`src/rtl/ref_cache_pkg.sv`:
```
// rtl/ref_cache_pkg.sv - shared reference-cache widths, DRAM layout offsets and lookup record
package ref_cache_pkg;

    localparam int SET_ADDR_WDTH = 5;
    localparam int TAG_ADDR_WDTH = 10;
    localparam int C_N_WAY       = 4;
    localparam int REF_ADDR_WDTH = 4;

    // Byte strides of the reference-frame layout in DRAM
    localparam int BU_OFFSET     = 64;
    localparam int BU_ROW_OFFSET = 512;
    localparam int IU_OFFSET     = 4096;
    localparam int IU_ROW_OFFSET = 131072;
    localparam int FRAME_OFFSET  = 4194304;

    typedef struct packed {
        logic                     is_hit;
        logic [C_N_WAY-1:0]       set_idx;
        logic [SET_ADDR_WDTH-1:0] set_addr;
        logic [TAG_ADDR_WDTH-1:0] tag;
        logic [REF_ADDR_WDTH-1:0] ref_idx;
    } lookup_t;

endpackage

```
`src/rtl/ref_tag_compare_pipe_if.sv`:
```
// rtl/ref_tag_compare_pipe_if.sv - tag-lookup result handshake bus into the tag-compare stage
interface ref_tag_compare_pipe_if #(
    parameter int SET_ADDR_WDTH = ref_cache_pkg::SET_ADDR_WDTH,
    parameter int TAG_ADDR_WDTH = ref_cache_pkg::TAG_ADDR_WDTH,
    parameter int C_N_WAY       = ref_cache_pkg::C_N_WAY,
    parameter int REF_ADDR_WDTH = ref_cache_pkg::REF_ADDR_WDTH,
    parameter int X_CL_WDTH     = 9,
    parameter int Y_CL_WDTH     = 9,
    parameter int PAYLOAD_WDTH  = 64
);
    logic                     in_valid;
    logic                     in_ready;
    logic                     in_is_hit;
    logic [C_N_WAY-1:0]       in_set_idx;
    logic [SET_ADDR_WDTH-1:0] in_set_addr;
    logic [TAG_ADDR_WDTH-1:0] in_tag_addr;
    logic [REF_ADDR_WDTH-1:0] in_ref_idx;
    logic [X_CL_WDTH-1:0]     in_x_cl;
    logic [Y_CL_WDTH-1:0]     in_y_cl;
    logic                     in_last_block;
    logic                     in_blk_end;
    logic                     in_luma_en;
    logic                     in_chma_en;
    logic [PAYLOAD_WDTH-1:0]  in_payload;

    modport master (
        output in_valid, in_is_hit, in_set_idx, in_set_addr, in_tag_addr, in_ref_idx,
               in_x_cl, in_y_cl, in_last_block, in_blk_end, in_luma_en, in_chma_en, in_payload,
        input  in_ready
    );

    modport slave (
        input  in_valid, in_is_hit, in_set_idx, in_set_addr, in_tag_addr, in_ref_idx,
               in_x_cl, in_y_cl, in_last_block, in_blk_end, in_luma_en, in_chma_en, in_payload,
        output in_ready
    );
endinterface

```
`src/rtl/ref_miss_merge_table.sv`:
```
// rtl/ref_miss_merge_table.sv - FIFO-ordered CAM of outstanding AR requests for miss merging
module ref_miss_merge_table #(
    parameter int DEPTH  = 4,
    parameter int REF_W  = 4,
    parameter int SET_W  = 5,
    parameter int TAG_W  = 10,
    parameter int CW     = $clog2(DEPTH + 1)
) (
    input  logic             clk,
    input  logic             reset,
    input  logic             push,
    input  logic             pop,
    input  logic [REF_W-1:0] q_ref,
    input  logic [SET_W-1:0] q_set,
    input  logic [TAG_W-1:0] q_tag,
    output logic             match,
    output logic [CW-1:0]    count,
    output logic             full
);
    localparam int PW = (DEPTH > 1) ? $clog2(DEPTH) : 1;

    logic [REF_W-1:0] e_ref [DEPTH];
    logic [SET_W-1:0] e_set [DEPTH];
    logic [TAG_W-1:0] e_tag [DEPTH];
    logic [DEPTH-1:0] e_vld;
    logic [PW-1:0]    wr_ptr;
    logic [PW-1:0]    rd_ptr;
    logic             pop_ok;
    logic             push_ok;

    function automatic logic [PW-1:0] ptr_inc(input logic [PW-1:0] p);
        return (p == PW'(DEPTH - 1)) ? '0 : p + 1'b1;
    endfunction

    assign full    = (count == CW'(DEPTH));
    // A pop on an empty table is a stray fill and is dropped
    assign pop_ok  = pop && (count != '0);
    // A full table still accepts a push when the oldest entry leaves in the same cycle
    assign push_ok = push && (!full || pop_ok);

    // Parallel search of all live entries
    always_comb begin
        match = 1'b0;
        for (int i = 0; i < DEPTH; i++) begin
            if (e_vld[i] && e_ref[i] == q_ref && e_set[i] == q_set && e_tag[i] == q_tag)
                match = 1'b1;
        end
    end

    // Circular buffer: pop retires the oldest slot, push fills the newest
    always_ff @(posedge clk) begin
        if (reset) begin
            e_vld  <= '0;
            wr_ptr <= '0;
            rd_ptr <= '0;
            count  <= '0;
        end else begin
            if (pop_ok) begin
                e_vld[rd_ptr] <= 1'b0;
                rd_ptr        <= ptr_inc(rd_ptr);
            end
            if (push_ok) begin
                e_vld[wr_ptr] <= 1'b1;
                e_ref[wr_ptr] <= q_ref;
                e_set[wr_ptr] <= q_set;
                e_tag[wr_ptr] <= q_tag;
                wr_ptr        <= ptr_inc(wr_ptr);
            end
            if (push_ok && !pop_ok)
                count <= count + 1'b1;
            else if (pop_ok && !push_ok)
                count <= count - 1'b1;
        end
    end
endmodule

```
`src/rtl/ref_tag_compare_pipe.sv`:
```
// rtl/ref_tag_compare_pipe.sv - tag-compare stage routing hits/misses to FIFOs; REF_TAG_MISS_MERGE_EN enables miss merging
module ref_tag_compare_pipe #(
    parameter int SET_ADDR_WDTH      = ref_cache_pkg::SET_ADDR_WDTH,
    parameter int TAG_ADDR_WDTH      = ref_cache_pkg::TAG_ADDR_WDTH,
    parameter int C_N_WAY            = ref_cache_pkg::C_N_WAY,
    parameter int REF_ADDR_WDTH      = ref_cache_pkg::REF_ADDR_WDTH,
    parameter int X_CL_WDTH          = 9,
    parameter int Y_CL_WDTH          = 9,
    parameter int BU_X_BITS          = 3,
    parameter int BU_Y_BITS          = 3,
    parameter int AXI_ADDR_WDTH      = 32,
    parameter int BU_OFFSET          = ref_cache_pkg::BU_OFFSET,
    parameter int BU_ROW_OFFSET      = ref_cache_pkg::BU_ROW_OFFSET,
    parameter int IU_OFFSET          = ref_cache_pkg::IU_OFFSET,
    parameter int IU_ROW_OFFSET      = ref_cache_pkg::IU_ROW_OFFSET,
    parameter int FRAME_OFFSET       = ref_cache_pkg::FRAME_OFFSET,
    parameter int PAYLOAD_WDTH       = 64,
    parameter int BLOCK_NUMBER_WIDTH = 6,
    parameter int MERGE_DEPTH        = 4
) (
    input  logic                          clk,
    input  logic                          reset,
    ref_tag_compare_pipe_if.slave         lk,
    input  logic                          miss_full,
    input  logic                          ar_full,
    input  logic                          hit_full,
    input  logic                          op_full,
    input  logic                          fill_done,
    output logic                          hit_wr_en,
    output logic                          miss_wr_en,
    output logic                          ar_valid,
    output logic [AXI_ADDR_WDTH-1:0]      ar_addr,
    output logic                          out_is_hit,
    output logic [C_N_WAY-1:0]            out_set_idx,
    output logic [SET_ADDR_WDTH-1:0]      out_set_addr,
    output logic [TAG_ADDR_WDTH-1:0]      out_tag_addr,
    output logic                          out_last_block,
    output logic                          out_luma_en,
    output logic                          out_chma_en,
    output logic [PAYLOAD_WDTH-1:0]       out_payload,
    output logic                          out_merged,
    output logic [BLOCK_NUMBER_WIDTH-1:0] out_block_number
);
    localparam logic [AXI_ADDR_WDTH-1:0] K_BU  = AXI_ADDR_WDTH'(BU_OFFSET);
    localparam logic [AXI_ADDR_WDTH-1:0] K_BUR = AXI_ADDR_WDTH'(BU_ROW_OFFSET);
    localparam logic [AXI_ADDR_WDTH-1:0] K_IU  = AXI_ADDR_WDTH'(IU_OFFSET);
    localparam logic [AXI_ADDR_WDTH-1:0] K_IUR = AXI_ADDR_WDTH'(IU_ROW_OFFSET);
    localparam logic [AXI_ADDR_WDTH-1:0] K_FR  = AXI_ADDR_WDTH'(FRAME_OFFSET);

    logic                          ready_q;
    logic                          accept;
    logic                          miss_acc;
    logic                          tbl_full;
    logic                          tbl_match;
    logic [BLOCK_NUMBER_WIDTH-1:0] cnt;
    logic [AXI_ADDR_WDTH-1:0]      bux, buy, iux, iuy, refx, addr_nxt;

    assign lk.in_ready = ready_q;
    assign accept      = lk.in_valid & ready_q;
    assign miss_acc    = accept & ~lk.in_is_hit;

    // Line address: block-unit offset inside the CTB plus CTB and frame strides
    assign bux      = AXI_ADDR_WDTH'(lk.in_x_cl[BU_X_BITS-1:0]);
    assign iux      = AXI_ADDR_WDTH'(lk.in_x_cl >> BU_X_BITS);
    assign buy      = AXI_ADDR_WDTH'(lk.in_y_cl[BU_Y_BITS-1:0]);
    assign iuy      = AXI_ADDR_WDTH'(lk.in_y_cl >> BU_Y_BITS);
    assign refx     = AXI_ADDR_WDTH'(lk.in_ref_idx);
    assign addr_nxt = bux * K_BU + buy * K_BUR + iux * K_IU + iuy * K_IUR + refx * K_FR;

`ifdef REF_TAG_MISS_MERGE_EN
    logic [$clog2(MERGE_DEPTH+1)-1:0] unused_tbl_count;

    ref_miss_merge_table #(
        .DEPTH (MERGE_DEPTH),
        .REF_W (REF_ADDR_WDTH),
        .SET_W (SET_ADDR_WDTH),
        .TAG_W (TAG_ADDR_WDTH)
    ) u_tbl (
        .clk   (clk),
        .reset (reset),
        .push  (miss_acc & ~tbl_match),
        .pop   (fill_done),
        .q_ref (lk.in_ref_idx),
        .q_set (lk.in_set_addr),
        .q_tag (lk.in_tag_addr),
        .match (tbl_match),
        .count (unused_tbl_count),
        .full  (tbl_full)
    );
`else
    logic unused_fill_done;
    assign unused_fill_done = fill_done;
    assign tbl_match        = 1'b0;
    assign tbl_full         = 1'b0;
`endif

    // Registered ready: backpressure from any downstream FIFO or the merge table
    always_ff @(posedge clk) begin
        if (reset)
            ready_q <= 1'b0;
        else
            ready_q <= ~(miss_full | ar_full | hit_full | op_full | tbl_full);
    end

    // One-cycle push strobes; zero on every cycle without an accept
    always_ff @(posedge clk) begin
        if (reset) begin
            hit_wr_en  <= 1'b0;
            miss_wr_en <= 1'b0;
            ar_valid   <= 1'b0;
            out_merged <= 1'b0;
        end else begin
            hit_wr_en  <= accept & lk.in_is_hit;
            miss_wr_en <= miss_acc;
            ar_valid   <= miss_acc & ~tbl_match;
            out_merged <= miss_acc & tbl_match;
        end
    end

    // Data outputs and block counter load on accept and hold otherwise
    always_ff @(posedge clk) begin
        if (reset) begin
            ar_addr          <= '0;
            out_is_hit       <= 1'b0;
            out_set_idx      <= '0;
            out_set_addr     <= '0;
            out_tag_addr     <= '0;
            out_last_block   <= 1'b0;
            out_luma_en      <= 1'b0;
            out_chma_en      <= 1'b0;
            out_payload      <= '0;
            out_block_number <= '0;
            cnt              <= '0;
        end else if (accept) begin
            ar_addr          <= addr_nxt;
            out_is_hit       <= lk.in_is_hit;
            out_set_idx      <= lk.in_set_idx;
            out_set_addr     <= lk.in_set_addr;
            out_tag_addr     <= lk.in_tag_addr;
            out_last_block   <= lk.in_last_block;
            out_luma_en      <= lk.in_luma_en;
            out_chma_en      <= lk.in_chma_en;
            out_payload      <= lk.in_payload;
            out_block_number <= cnt;
            if (lk.in_blk_end)
                cnt <= cnt + 1'b1;
        end
    end
endmodule

```
`src/flat_wrapper.sv`:
```
// flat-port wrapper written by rule: the top's interface ports become plain ports
module ref_tag_compare_pipe_flat 
#(
    parameter int SET_ADDR_WDTH      = ref_cache_pkg::SET_ADDR_WDTH,
    parameter int TAG_ADDR_WDTH      = ref_cache_pkg::TAG_ADDR_WDTH,
    parameter int C_N_WAY            = ref_cache_pkg::C_N_WAY,
    parameter int REF_ADDR_WDTH      = ref_cache_pkg::REF_ADDR_WDTH,
    parameter int X_CL_WDTH          = 9,
    parameter int Y_CL_WDTH          = 9,
    parameter int BU_X_BITS          = 3,
    parameter int BU_Y_BITS          = 3,
    parameter int AXI_ADDR_WDTH      = 32,
    parameter int BU_OFFSET          = ref_cache_pkg::BU_OFFSET,
    parameter int BU_ROW_OFFSET      = ref_cache_pkg::BU_ROW_OFFSET,
    parameter int IU_OFFSET          = ref_cache_pkg::IU_OFFSET,
    parameter int IU_ROW_OFFSET      = ref_cache_pkg::IU_ROW_OFFSET,
    parameter int FRAME_OFFSET       = ref_cache_pkg::FRAME_OFFSET,
    parameter int PAYLOAD_WDTH       = 64,
    parameter int BLOCK_NUMBER_WIDTH = 6,
    parameter int MERGE_DEPTH        = 4
)
  (clk, reset, miss_full, ar_full, hit_full, op_full, fill_done, hit_wr_en, miss_wr_en, ar_valid, ar_addr, out_is_hit, out_set_idx, out_set_addr, out_tag_addr, out_last_block, out_luma_en, out_chma_en, out_payload, out_merged, out_block_number, lk_in_valid, lk_in_is_hit, lk_in_set_idx, lk_in_set_addr, lk_in_tag_addr, lk_in_ref_idx, lk_in_x_cl, lk_in_y_cl, lk_in_last_block, lk_in_blk_end, lk_in_luma_en, lk_in_chma_en, lk_in_payload, lk_in_ready);
  ref_tag_compare_pipe_if #(.SET_ADDR_WDTH(SET_ADDR_WDTH), .TAG_ADDR_WDTH(TAG_ADDR_WDTH), .C_N_WAY(C_N_WAY), .REF_ADDR_WDTH(REF_ADDR_WDTH), .X_CL_WDTH(X_CL_WDTH), .Y_CL_WDTH(Y_CL_WDTH), .PAYLOAD_WDTH(PAYLOAD_WDTH)) lk_i ();
  input  logic clk;
  input  logic reset;
  input  logic miss_full;
  input  logic ar_full;
  input  logic hit_full;
  input  logic op_full;
  input  logic fill_done;
  output logic hit_wr_en;
  output logic miss_wr_en;
  output logic ar_valid;
  output logic [AXI_ADDR_WDTH-1:0] ar_addr;
  output logic out_is_hit;
  output logic [C_N_WAY-1:0] out_set_idx;
  output logic [SET_ADDR_WDTH-1:0] out_set_addr;
  output logic [TAG_ADDR_WDTH-1:0] out_tag_addr;
  output logic out_last_block;
  output logic out_luma_en;
  output logic out_chma_en;
  output logic [PAYLOAD_WDTH-1:0] out_payload;
  output logic out_merged;
  output logic [BLOCK_NUMBER_WIDTH-1:0] out_block_number;
  input wire logic [$bits(lk_i.in_valid)-1:0] lk_in_valid;
  input wire logic [$bits(lk_i.in_is_hit)-1:0] lk_in_is_hit;
  input wire logic [$bits(lk_i.in_set_idx)-1:0] lk_in_set_idx;
  input wire logic [$bits(lk_i.in_set_addr)-1:0] lk_in_set_addr;
  input wire logic [$bits(lk_i.in_tag_addr)-1:0] lk_in_tag_addr;
  input wire logic [$bits(lk_i.in_ref_idx)-1:0] lk_in_ref_idx;
  input wire logic [$bits(lk_i.in_x_cl)-1:0] lk_in_x_cl;
  input wire logic [$bits(lk_i.in_y_cl)-1:0] lk_in_y_cl;
  input wire logic [$bits(lk_i.in_last_block)-1:0] lk_in_last_block;
  input wire logic [$bits(lk_i.in_blk_end)-1:0] lk_in_blk_end;
  input wire logic [$bits(lk_i.in_luma_en)-1:0] lk_in_luma_en;
  input wire logic [$bits(lk_i.in_chma_en)-1:0] lk_in_chma_en;
  input wire logic [$bits(lk_i.in_payload)-1:0] lk_in_payload;
  output wire logic [$bits(lk_i.in_ready)-1:0] lk_in_ready;
  assign lk_i.in_valid = lk_in_valid;
  assign lk_i.in_is_hit = lk_in_is_hit;
  assign lk_i.in_set_idx = lk_in_set_idx;
  assign lk_i.in_set_addr = lk_in_set_addr;
  assign lk_i.in_tag_addr = lk_in_tag_addr;
  assign lk_i.in_ref_idx = lk_in_ref_idx;
  assign lk_i.in_x_cl = lk_in_x_cl;
  assign lk_i.in_y_cl = lk_in_y_cl;
  assign lk_i.in_last_block = lk_in_last_block;
  assign lk_i.in_blk_end = lk_in_blk_end;
  assign lk_i.in_luma_en = lk_in_luma_en;
  assign lk_i.in_chma_en = lk_in_chma_en;
  assign lk_i.in_payload = lk_in_payload;
  assign lk_in_ready = lk_i.in_ready;
  ref_tag_compare_pipe #(.SET_ADDR_WDTH(SET_ADDR_WDTH), .TAG_ADDR_WDTH(TAG_ADDR_WDTH), .C_N_WAY(C_N_WAY), .REF_ADDR_WDTH(REF_ADDR_WDTH), .X_CL_WDTH(X_CL_WDTH), .Y_CL_WDTH(Y_CL_WDTH), .BU_X_BITS(BU_X_BITS), .BU_Y_BITS(BU_Y_BITS), .AXI_ADDR_WDTH(AXI_ADDR_WDTH), .BU_OFFSET(BU_OFFSET), .BU_ROW_OFFSET(BU_ROW_OFFSET), .IU_OFFSET(IU_OFFSET), .IU_ROW_OFFSET(IU_ROW_OFFSET), .FRAME_OFFSET(FRAME_OFFSET), .PAYLOAD_WDTH(PAYLOAD_WDTH), .BLOCK_NUMBER_WIDTH(BLOCK_NUMBER_WIDTH), .MERGE_DEPTH(MERGE_DEPTH)) u_core (.clk(clk), .reset(reset), .lk(lk_i), .miss_full(miss_full), .ar_full(ar_full), .hit_full(hit_full), .op_full(op_full), .fill_done(fill_done), .hit_wr_en(hit_wr_en), .miss_wr_en(miss_wr_en), .ar_valid(ar_valid), .ar_addr(ar_addr), .out_is_hit(out_is_hit), .out_set_idx(out_set_idx), .out_set_addr(out_set_addr), .out_tag_addr(out_tag_addr), .out_last_block(out_last_block), .out_luma_en(out_luma_en), .out_chma_en(out_chma_en), .out_payload(out_payload), .out_merged(out_merged), .out_block_number(out_block_number));
endmodule
```
`config.mk`:
```
export PLATFORM = sky130hd
export DESIGN_NAME = ref_tag_compare_pipe_flat
export DESIGN_NICKNAME = d
export VERILOG_FILES = /design/src/rtl/ref_cache_pkg.sv /design/src/rtl/ref_tag_compare_pipe_if.sv /design/src/rtl/ref_miss_merge_table.sv /design/src/rtl/ref_tag_compare_pipe.sv /design/src/flat_wrapper.sv
export SDC_FILE = /design/constraint.sdc
export NUM_CORES = 1
export LEC_CHECK = 0
export BUFFER_PORTS_ARGS = -buffer_cell sky130_fd_sc_hd__buf_4
export CORE_ASPECT_RATIO = 1.5
export CORE_MARGIN = 4
export CORE_UTILIZATION = 49
export CTS_BUF_LIST = sky130_fd_sc_hd__clkbuf_4 sky130_fd_sc_hd__clkbuf_8
export CTS_CLUSTER_SIZE = 12
export DETAILED_ROUTE_END_ITERATION = 8
export PLACE_DENSITY = 0.87
export SLEW_MARGIN = 10
export SYNTH_ARGS = -nofsm -noshare
export SYNTH_HDL_FRONTEND = slang
export SYNTH_SLANG_ARGS = --single-unit
```
`constraint.sdc`:
```
create_clock -name clk -period 2.45 [get_ports clk]
set_clock_uncertainty 0.05 [all_clocks]
set_input_delay 0.245 -clock clk [delete_from_list [all_inputs] [get_ports clk]]
set_output_delay 0.245 -clock clk [all_outputs]
set_load 0.03 [all_outputs]
```
* Word level (Yosys, flattened, before mapping)
Index checks and enable logic that the tools add are counted. Widths: inputs -> output; s select.
Cells by class: bitwise gates (word level) 8, reductions and logical operators 1, $add $sub $neg 5
Operator list (count):
- $add 32x18->32 | 1
- $add 32x23->32 | 1
- $add 32x26->32 | 1
- $add 9x12->13 | 1
- $add 6x1->6 const B | 1
- $and 1x1->1 | 3
- $or 1x1->1 | 3
- $not 1->1 | 2
- $reduce_and 2->1 | 1
Storage, ports and cells: input port bits 118, word-level logic and storage cells 28, register bits 134

* Logic depth before layout (Yosys ltp)
Gate-level depths: netlist (run 1).
depth after elaboration 4, depth in mapped cells 6, gate-level depth less buffers 6

* Worst setup path after synthesis (run 1)
No wires, ideal clock.
path kind flip-flop to flip-flop, start register u_core.ready_q (netlist: u_core.lk.in_ready), end register u_core.ar_addr[10], stages on the path, launching flop included 6, slack 0.937 ns, arrival time 1.392 ns, required time 2.330 ns, setup time 0.070 ns, path through dfxtp_1 -> and2_1 -> clkbuf_1 -> clkbuf_1 -> nand2_1 -> a21oi_1
On the way: word-level cells in the longest chain between the ends 1
Ends and longest elaborated chain:
- start: declaration | line ref_tag_compare_pipe.sv:50 | logic ready_q;
- start signal: assignment | line ref_tag_compare_pipe.sv:102 | ready_q <= ~(miss_full | ar_full | hit_full | op_full | tbl_full);
- $and 1x1->1 | line ref_tag_compare_pipe.sv:59 | assign accept = lk.in_valid & ready_q;
- end signal: assignment | line ref_tag_compare_pipe.sv:135 | ar_addr <= addr_nxt;
- end: declaration | line ref_tag_compare_pipe.sv:32 | output logic [AXI_ADDR_WDTH-1:0] ar_addr,
No other way between the ends. A chain may end at the register's enable or synchronous reset.

* Worst setup path after layout (run 1)
start register u_core.ready_q (netlist: u_core.lk.in_ready), end register u_core.out_payload[31]
On the way: word-level cells in the longest chain between the ends 1
Ends and longest elaborated chain:
- $and 1x1->1 | line ref_tag_compare_pipe.sv:59
- end signal: assignment | line ref_tag_compare_pipe.sv:143 | out_payload <= lk.in_payload;
- end: declaration | line ref_tag_compare_pipe.sv:40 | output logic [PAYLOAD_WDTH-1:0] out_payload,
No other way between the ends.

==> results by group, run 1 <==
Cells and area
  • Final-layout fill cell count: 496
  • Layout cells sized above 1: 0.325
  • Fin cells: about 960
  • Final net count: approximately 960
  • Util after Layout: 0.816
  • Ant. Diodes: 0
  • Area delta synth->final: 61.9%
  • Final instance area: 7250 um^2

Global route
  • GR Util All Layers: 0.293
  • Global route overflow: 0
  • Largest net degree at the start of global routing: 63
  • Initial antenna violation count: 0
  • Vias in the first global route: around 5.2k
  • First-pass GRT wire length: approximately 25 mm

Yosys
  • Yosys warns: 0
  • Adder-Cell Fraction of Synth Area: 0.0112
  • Sequential element share of the synthesized area: 0.550
  • Syn Inst Count: about 560
  • Post-Synth XOR/XNOR Area: 0.0176
  • Main flop type after synthesis: dfxtp_1
  • Synthesis-stage register bit count: around 120
  • Mapped cell area: 4480 um^2
  • Simple-Gate Fraction of Synth Area: 0.221
  • Synth Area in Compound Gates: 0.140
  • Mux contribution to synthesized area: 0.00224
  • Main combinational cell family by area after synthesis: simple AND/OR/NAND/NOR gates
  • Async set or reset register ratio after synthesis: 0
  • Synth Area per Inst: between 7 and 8 um^2
  • Number of synthesized flops with an enable pin: 0
  • Distinct cells, synth: 31

Min path
  • WHS Path Cells: 3
  • Worst hold path class: in2reg
  • Hold path start: lk_in_payload[54]

STA
  • Final Cycle Share: 0.724
  • Endpoints failing setup: 0
  • Max Slew Vio Count: 0
  • Min cycle time layout: approximately 1.8 ns
  • RSZ-0062 raised after global routing: no
  • Setup tns final: 0 ns
  • Slew headroom: 0.557
  • Fmax achieved: ~560 MHz
  • Final hold violation count: 0
  • Worst Tran Pin Value: between 0.6 and 0.7 ns

Place
  • Placed instance area: just over 6000 um^2
  • Post-Place Cells: ~870
  • HPWL Detailed: around 9.9 mm
  • IO buf count: roughly 230
  • GP Congestion: between 0.7 and 0.8

Setup path
  • Worst setup path start: u_core.lk.in_ready$_SDFF_PP0_
  • Crit Reg-Reg Startpoint: u_core.lk.in_ready$_SDFF_PP0_
  • Slowest-stage cell, CP: nand2_4
  • Crit Path Category: reg2reg
  • Worst EP arrival: 2.07 ns
  • CP max stage delay: ~0.52 ns
  • CP Launch Type: register
  • Reg2Reg Depth: 4
  • Maximum fanout along the worst path: between 60 and 70
  • Crit path capture type: register
  • CP required: around 2.8 ns
  • Cell Chain, Critical Path: nand2_4 > buf_4 > nand2_1 > a21oi_1

Power and ir drop
  • Lkg Pwr: about 0.0031 uW
  • PD cells: about 600 nW/um^2
  • Total power draw: 4380 uW
  • Worst VDD drop: 0.511 mV

Clock network
  • Htree depth: 4
  • Total CTS buffers: 17
  • Clk_lat worst skew: between 0.4 and 0.5 ns
  • Clk slew on worst S/H paths: roughly 0.080 ns
  • CTS max path bufs: 2
  • Clock sinks: approximately 120
  • CTS root buf: clkbuf_8
  • CTS tree: yes

Route
  • DR vias: just over 5k
  • # DRC: 0
  • Routed Antenna Nets: 0
  • DRT iter0 DRCs: 288
  • Drt first pass iters: 5
  • Vias/cell: between 5 and 6
  • Final WL: between 15 and 20 mm
  • Wire length per cell: roughly 17 um

Floorplan
  • Vert. Die Dim: 125 um
  • Die X-Extent: approximately 86 um
  • # IOs: 248
  • Initial Utilization: 0.504
  • Die ar.: 10,800 um^2
  • Core ar.: just under 9000 um^2
  • Row cnt: between 40 and 50

Outcome
  • Status: completed

Run
  • MaxCap Viol Count: 0
## state kept, by name (all words and copies together), names as in the netlist, 4 cells and up
register and count:
u_core.out_payload 64, u_core.ar_addr 21, u_core.out_tag_addr 10, u_core.cnt 6
u_core.out_block_number 6, u_core.out_set_addr 5, u_core.out_set_idx 4
## Yosys cell counts, types with 4 or more instances
cell	count	area share
nand3_1	4	0.0045
dfxtp_1	123	0.55
xor2_1	6	0.012
nor2_1	12	0.010
buf_2	5	0.0056
buf_1	9	0.0075
a21oi_1	109	0.12
nand2_1	216	0.18
clkbuf_1	26	0.022
ha_1	4	0.011
buf_4	13	0.022
a211oi_1	5	0.0084
## final cells by class
class | count | area [um^2] | area share
sequential | 123 | 2460 | 0.340
timing repair buffer | 297 | 2400 | 0.331
multi-input combinational | 395 | 1810 | 0.249
clock buffer | 25 | 332 | 0.0457
tap | 110 | 138 | 0.0190
clock inverter | 6 | 108 | 0.0148
inverter | 1 | 3.75 | 0.000518
## logic make-up after synthesis
kind of cell | count (synthesis)
multiplexers | 1
other | 1
AND/OR/NAND/NOR | 249
AO/OA/AOI/OAI | 120
XOR/XNOR | 9
adder cells (fa/ha/maj) | 4
flip-flops | 123
buffers and inverters | 54
## per-layer routing
metal | wire length [um] | GRT usage
met5 | 0 | 0
met4 | 774 | 0.149
met3 | 1410 | 0.0915
met2 | 8670 | 0.535
met1 | 5310 | 0.289
## critical path: cells and delay by family (launching register included)
family,cells,cell delay [ns]
AND/OR/NAND/NOR,2,0.62
buffers and inverters,1,0.42
flip-flops,1,0.38
AO/OA/AOI/OAI,1,0.20
## cell usage in the layout (no fill, tap or decap), types with 3 or more instances in the layout
cell type and n:
a211oi_1 5, a21oi_1 109, buf_4 238, bufinv_16 3
clkbuf_8 23, conb_1 12, dfxtp_1 123, dlygate4sd3_1 57
ha_1 4, nand2_1 215, nand3_1 4, nor2_1 12
nor3_1 3, or3_1 3, xnor2_1 3, xor2_1 6
## where the power goes
part	leakage, uW	internal [uW]	switching [uW]
Clock	0.000225	1190	775
Combinational	0.00187	216	180
Sequential	0.000991	2010	8.37
Total	0.00309	3410	963
## per-stage QoR
| stage | hold WS (ns) | worst slack [ns] |
|---|---|---|
| global route | -0.00347 | 0.501 |
| detailed placement | 0.359 | 0.706 |
| floorplan | 0.267 | 0.937 |
| finish | 0.0132 | 0.675 |
| CTS | 0.00000575 | 0.752 |
| global placement | 0.358 | 0.782 |
## repair_timing
action	CTS	global route
buffers inserted	0	0
resized for setup	0	0
hold endpoints to repair	55	1
hold buffers	56	1
## final timing paths
path	end	slack (ns)
max	u_core.out_payload[31]$_SDFFE_PP0N_	0.68
min	u_core.out_payload[54]$_SDFFE_PP0N_	0.01
max reg2reg	u_core.out_payload[31]$_SDFFE_PP0N_	0.68
min reg2reg	u_core.ar_addr[8]$_SDFFE_PP0N_	0.40
(Power assumes the default switching activity.)
==> inputs of run 2 (changes only) <==
Settings changed: CORE_UTILIZATION 49 to 46, PLACE_DENSITY 0.87 to 0.83.
Clock period 2.45 ns to 1.7 ns, I/O delays scaled along.
==> run 2 against run 1 <==
Maximum frequency increased by 18%. Via count rose by 2.9%. Clock power up 49%. Final cell count grew 5.1%. Final area up 6.9%. Clock-buffer cell count decreased by 1. Combinational power rose by 68%. Critical path depth stayed put. Sequential share of layout area is 2.2 points lower. Critical endpoint is now u_core.out_payload[62]$_SDFFE_PP0N_. Largest power group is now the clock network. Total power increased by 49%. First-iteration DRC count decreased by 13%.
==> results by group, run 2 (synthesis gave the netlist of run 1 again) <==
Outcome
  • Status: completed

STA
  • Fmax achieved: 666 MHz (+18%)
  • Endpoints failing setup: 0 (unchanged)
  • Final hold violation count: 0 (unchanged)
  • Final Cycle Share: 0.884 (+0.159)
  • Setup tns final: 0 ns (unchanged)
  • Max Slew Vio Count: 0 (unchanged)
  • Min cycle time layout: 1.50 ns (-0.272 ns)
  • RSZ-0062 raised after global routing: no

Route
  • Vias/cell: 5.15 (-2.1%)
  • DR vias: 5,182 (+2.9%)
  • Wire length per cell: 16.7 um (-1.1%)
  • # DRC: 0 (unchanged)
  • DRT iter0 DRCs: 252 (-13%)
  • Routed Antenna Nets: 0 (unchanged)
  • Final WL: 16.8 mm (+3.9%)
  • Drt first pass iters: 5 (unchanged)

Power and ir drop
  • Worst VDD drop: 0.620 mV (+21%)
  • Switch share: 0.207 (-0.0126)
  • Register share of total power: 0.447 (-0.015)
  • Total power draw: 6510 uW (+49%)
  • Lkg Pwr: 0.00331 uW (+7.1%)
  • Logic pwr share: 0.102 (+0.012)
  • Switching power: 1350 uW (+40%)
  • PD cells: 840 nW/um^2 (+39%)
  • Power Internal: 5160 uW (+51%)
  • Share of total power in the clock network: 0.450 (+0.002)

Setup path
  • Slowest-stage cell, CP: buf_4
  • RR Endpoint: u_core.out_payload[62]$_SDFFE_PP0N_
  • CP top delay family: simple AND/OR/NAND/NOR gates
  • R2R setup slack: 0.20 ns (-0.48 ns)
  • Worst Path Buf+Inv: 1 (unchanged)
  • CP max stage delay: 0.39 ns (-0.13 ns)
  • CP required: 1.99 ns (-0.76 ns)
  • Worst EP arrival: 1.80 ns (-0.27 ns)
  • CP Launch Type: register
  • Crit path capture type: register
  • Cell Chain, Critical Path: nand2_4 > buf_4 > nand2_1 > a21oi_1
  • Crit Reg-Reg Startpoint: u_core.lk.in_ready$_SDFF_PP0_
  • Maximum fanout along the worst path: 32 (-48%)
  • Crit Path Category: reg2reg
  • Reg2Reg Depth: 4 (unchanged)

Global route
  • First-pass GRT wire length: 25.5 mm (+2.2%)
  • Vias in the first global route: 5,465 (+4.8%)
  • Initial antenna violation count: 0 (unchanged)
  • Largest net degree at the start of global routing: 74 (+17%)
  • Global route overflow: 0 (unchanged)
  • GR Util All Layers: 0.288 (-0.00458)

Floorplan
  • Die X-Extent: 88.6 um (+2.9%)
  • Row cnt: 43 (+2.4%)
  • Die ar.: 11,400 um^2 (+6.0%)
  • # IOs: 248 (unchanged)
  • Vert. Die Dim: 129 um (+3.0%)
  • Initial Utilization: 0.478 (-0.0259)
  • Core ar.: 9360 um^2 (+5.4%)

Place
  • GP Congestion: 0.845 (+9.9%)
  • HPWL Detailed: 9.64 mm (-2.2%)
  • IO buf count: 234 (unchanged)

Cells and area
  • Commonest cells after routing, fill and taps aside: buf_4 (238), nand2_1 (215), dfxtp_1 (123), a21oi_1 (109), dlygate4sd3_1 (101)
  • Final net count: 1,003 (+4.8%)
  • Top Registers: u_core.out_payload: 64 flops, u_core.ar_addr: 21 flops, u_core.out_tag_addr: 10 flops
  • Area delta synth->final: 73.1%
  • Max reg flops: 64 (unchanged)
  • Most common cell after layout, fill and taps aside: buf_4
  • Layout cells sized above 1: 0.311 (-0.0137)
  • Final-layout fill cell count: 491 (-1.0%)
  • Register area: 2460 um^2 (unchanged)
  • Largest Register: u_core.out_payload
  • Area of the multi-input gates: 1810 um^2 (unchanged)
  • Ant. Diodes: 0 (unchanged)

Clock network
  • Htree depth: 4 (unchanged)
  • Cts hold-fix bufs: 101 (+80%)
  • Total CTS buffers: 17 (unchanged)
  • Clk slew on worst S/H paths: 0.07 ns (about the same)
  • Clock sinks: 123 (unchanged)
  • CTS max path bufs: 2 (unchanged)
  • Total setup buffers inserted after CTS: 0 (unchanged)
  • CTS tree: yes
  • CTS root buf: clkbuf_8
  • # resized after CTS: 0 (unchanged)
  • Clk_lat worst skew: 0.41 ns (-0.02 ns)

Min path
  • Hold path start: reset
  • Worst hold path class: in2reg
  • Hold path endpoint: u_core.out_payload[52]$_SDFFE_PP0N_
  • WHS Path Cells: 2 (-1)

Run
  • MaxCap Viol Count: 0 (unchanged)
run 2: changes by cell type in the layout (fill, tap and decap cells not counted), sizes merged:
cell,delta
clkinv,+1
clkbuf,-1
dlygate4sd3,+44
buf,+2
bufinv,+2
clkinvlp,-1
run 2: worst max-delay path by stage:
stage / start / end / depth (start not counted)
global route: u_core.lk.in_ready$_SDFF_PP0_ / u_core.ar_addr[6]$_SDFFE_PP0N_ / 4
global placement: lk_in_y_cl[8] / u_core.ar_addr[24]$_SDFFE_PP0N_ / 6
finish: u_core.lk.in_ready$_SDFF_PP0_ / u_core.out_payload[62]$_SDFFE_PP0N_ / 4
detailed placement: lk_in_y_cl[8] / u_core.ar_addr[24]$_SDFFE_PP0N_ / 6
CTS: u_core.lk.in_ready$_SDFF_PP0_ / u_core.out_tag_addr[6]$_SDFFE_PP0N_ / 4
floorplan: u_core.lk.in_ready$_SDFF_PP0_ / u_core.ar_addr[10]$_SDFFE_PP0N_ / 5
run 2: cell type report:
type,count,share of cell area
clock inverter,8,0.0213
clock buffer,24,0.0378
tap,112,0.0181
sequential,123,0.318
inverter,1,0.000484
timing repair buffer,343,0.371
multi-input combinational,395,0.233
run 2: power by group through the flow:
stage | logic [uW] | clock network, uW | registers, uW
finish | 664 | 2930 | 2910
global route | 701 | 3100 | 2910
CTS | 641 | 2980 | 2910
detailed placement | 452 | 0 | 2980
global placement | 442 | 0 | 2980
floorplan | 158 | 0 | 3020
run 2: stage by stage:
step	instance area (um^2)	worst slack, ns	cells	hold slack, ns	util
final	7750	0.198	1006	0.0250	0.828
after floorplan	4520	0.187	572	0.192	-
after detailed placement	6280	0.0539	873	0.293	0.671
after global placement	6280	0.108	873	0.303	0.671
after CTS	7750	0.238	1006	0.0118	0.828
after global routing	7750	0.0867	1006	0.0291	0.828
run 2: routing by layer:
| layer | up-vias | global-route usage | wire length [um] |
|---|---|---|---|
| met3 | 92 | 0.0897 | 1260 |
| met2 | 286 | 0.528 | 9150 |
| met4 | 0 | 0.188 | 1020 |
| met5 | - | 0 | 0 |
| met1 | 2364 | 0.265 | 5370 |
| li1 | 2440 | - | - |
run 2: worst reg2reg max path: cells and delay by family, from the launching register on:
family / cells / cell delay, ns
AOI/OAI and AO/OA: 1 / 0.20
buffers and inverters: 1 / 0.40
and+or+nand+nor: 2 / 0.43
DFF: 1 / 0.35
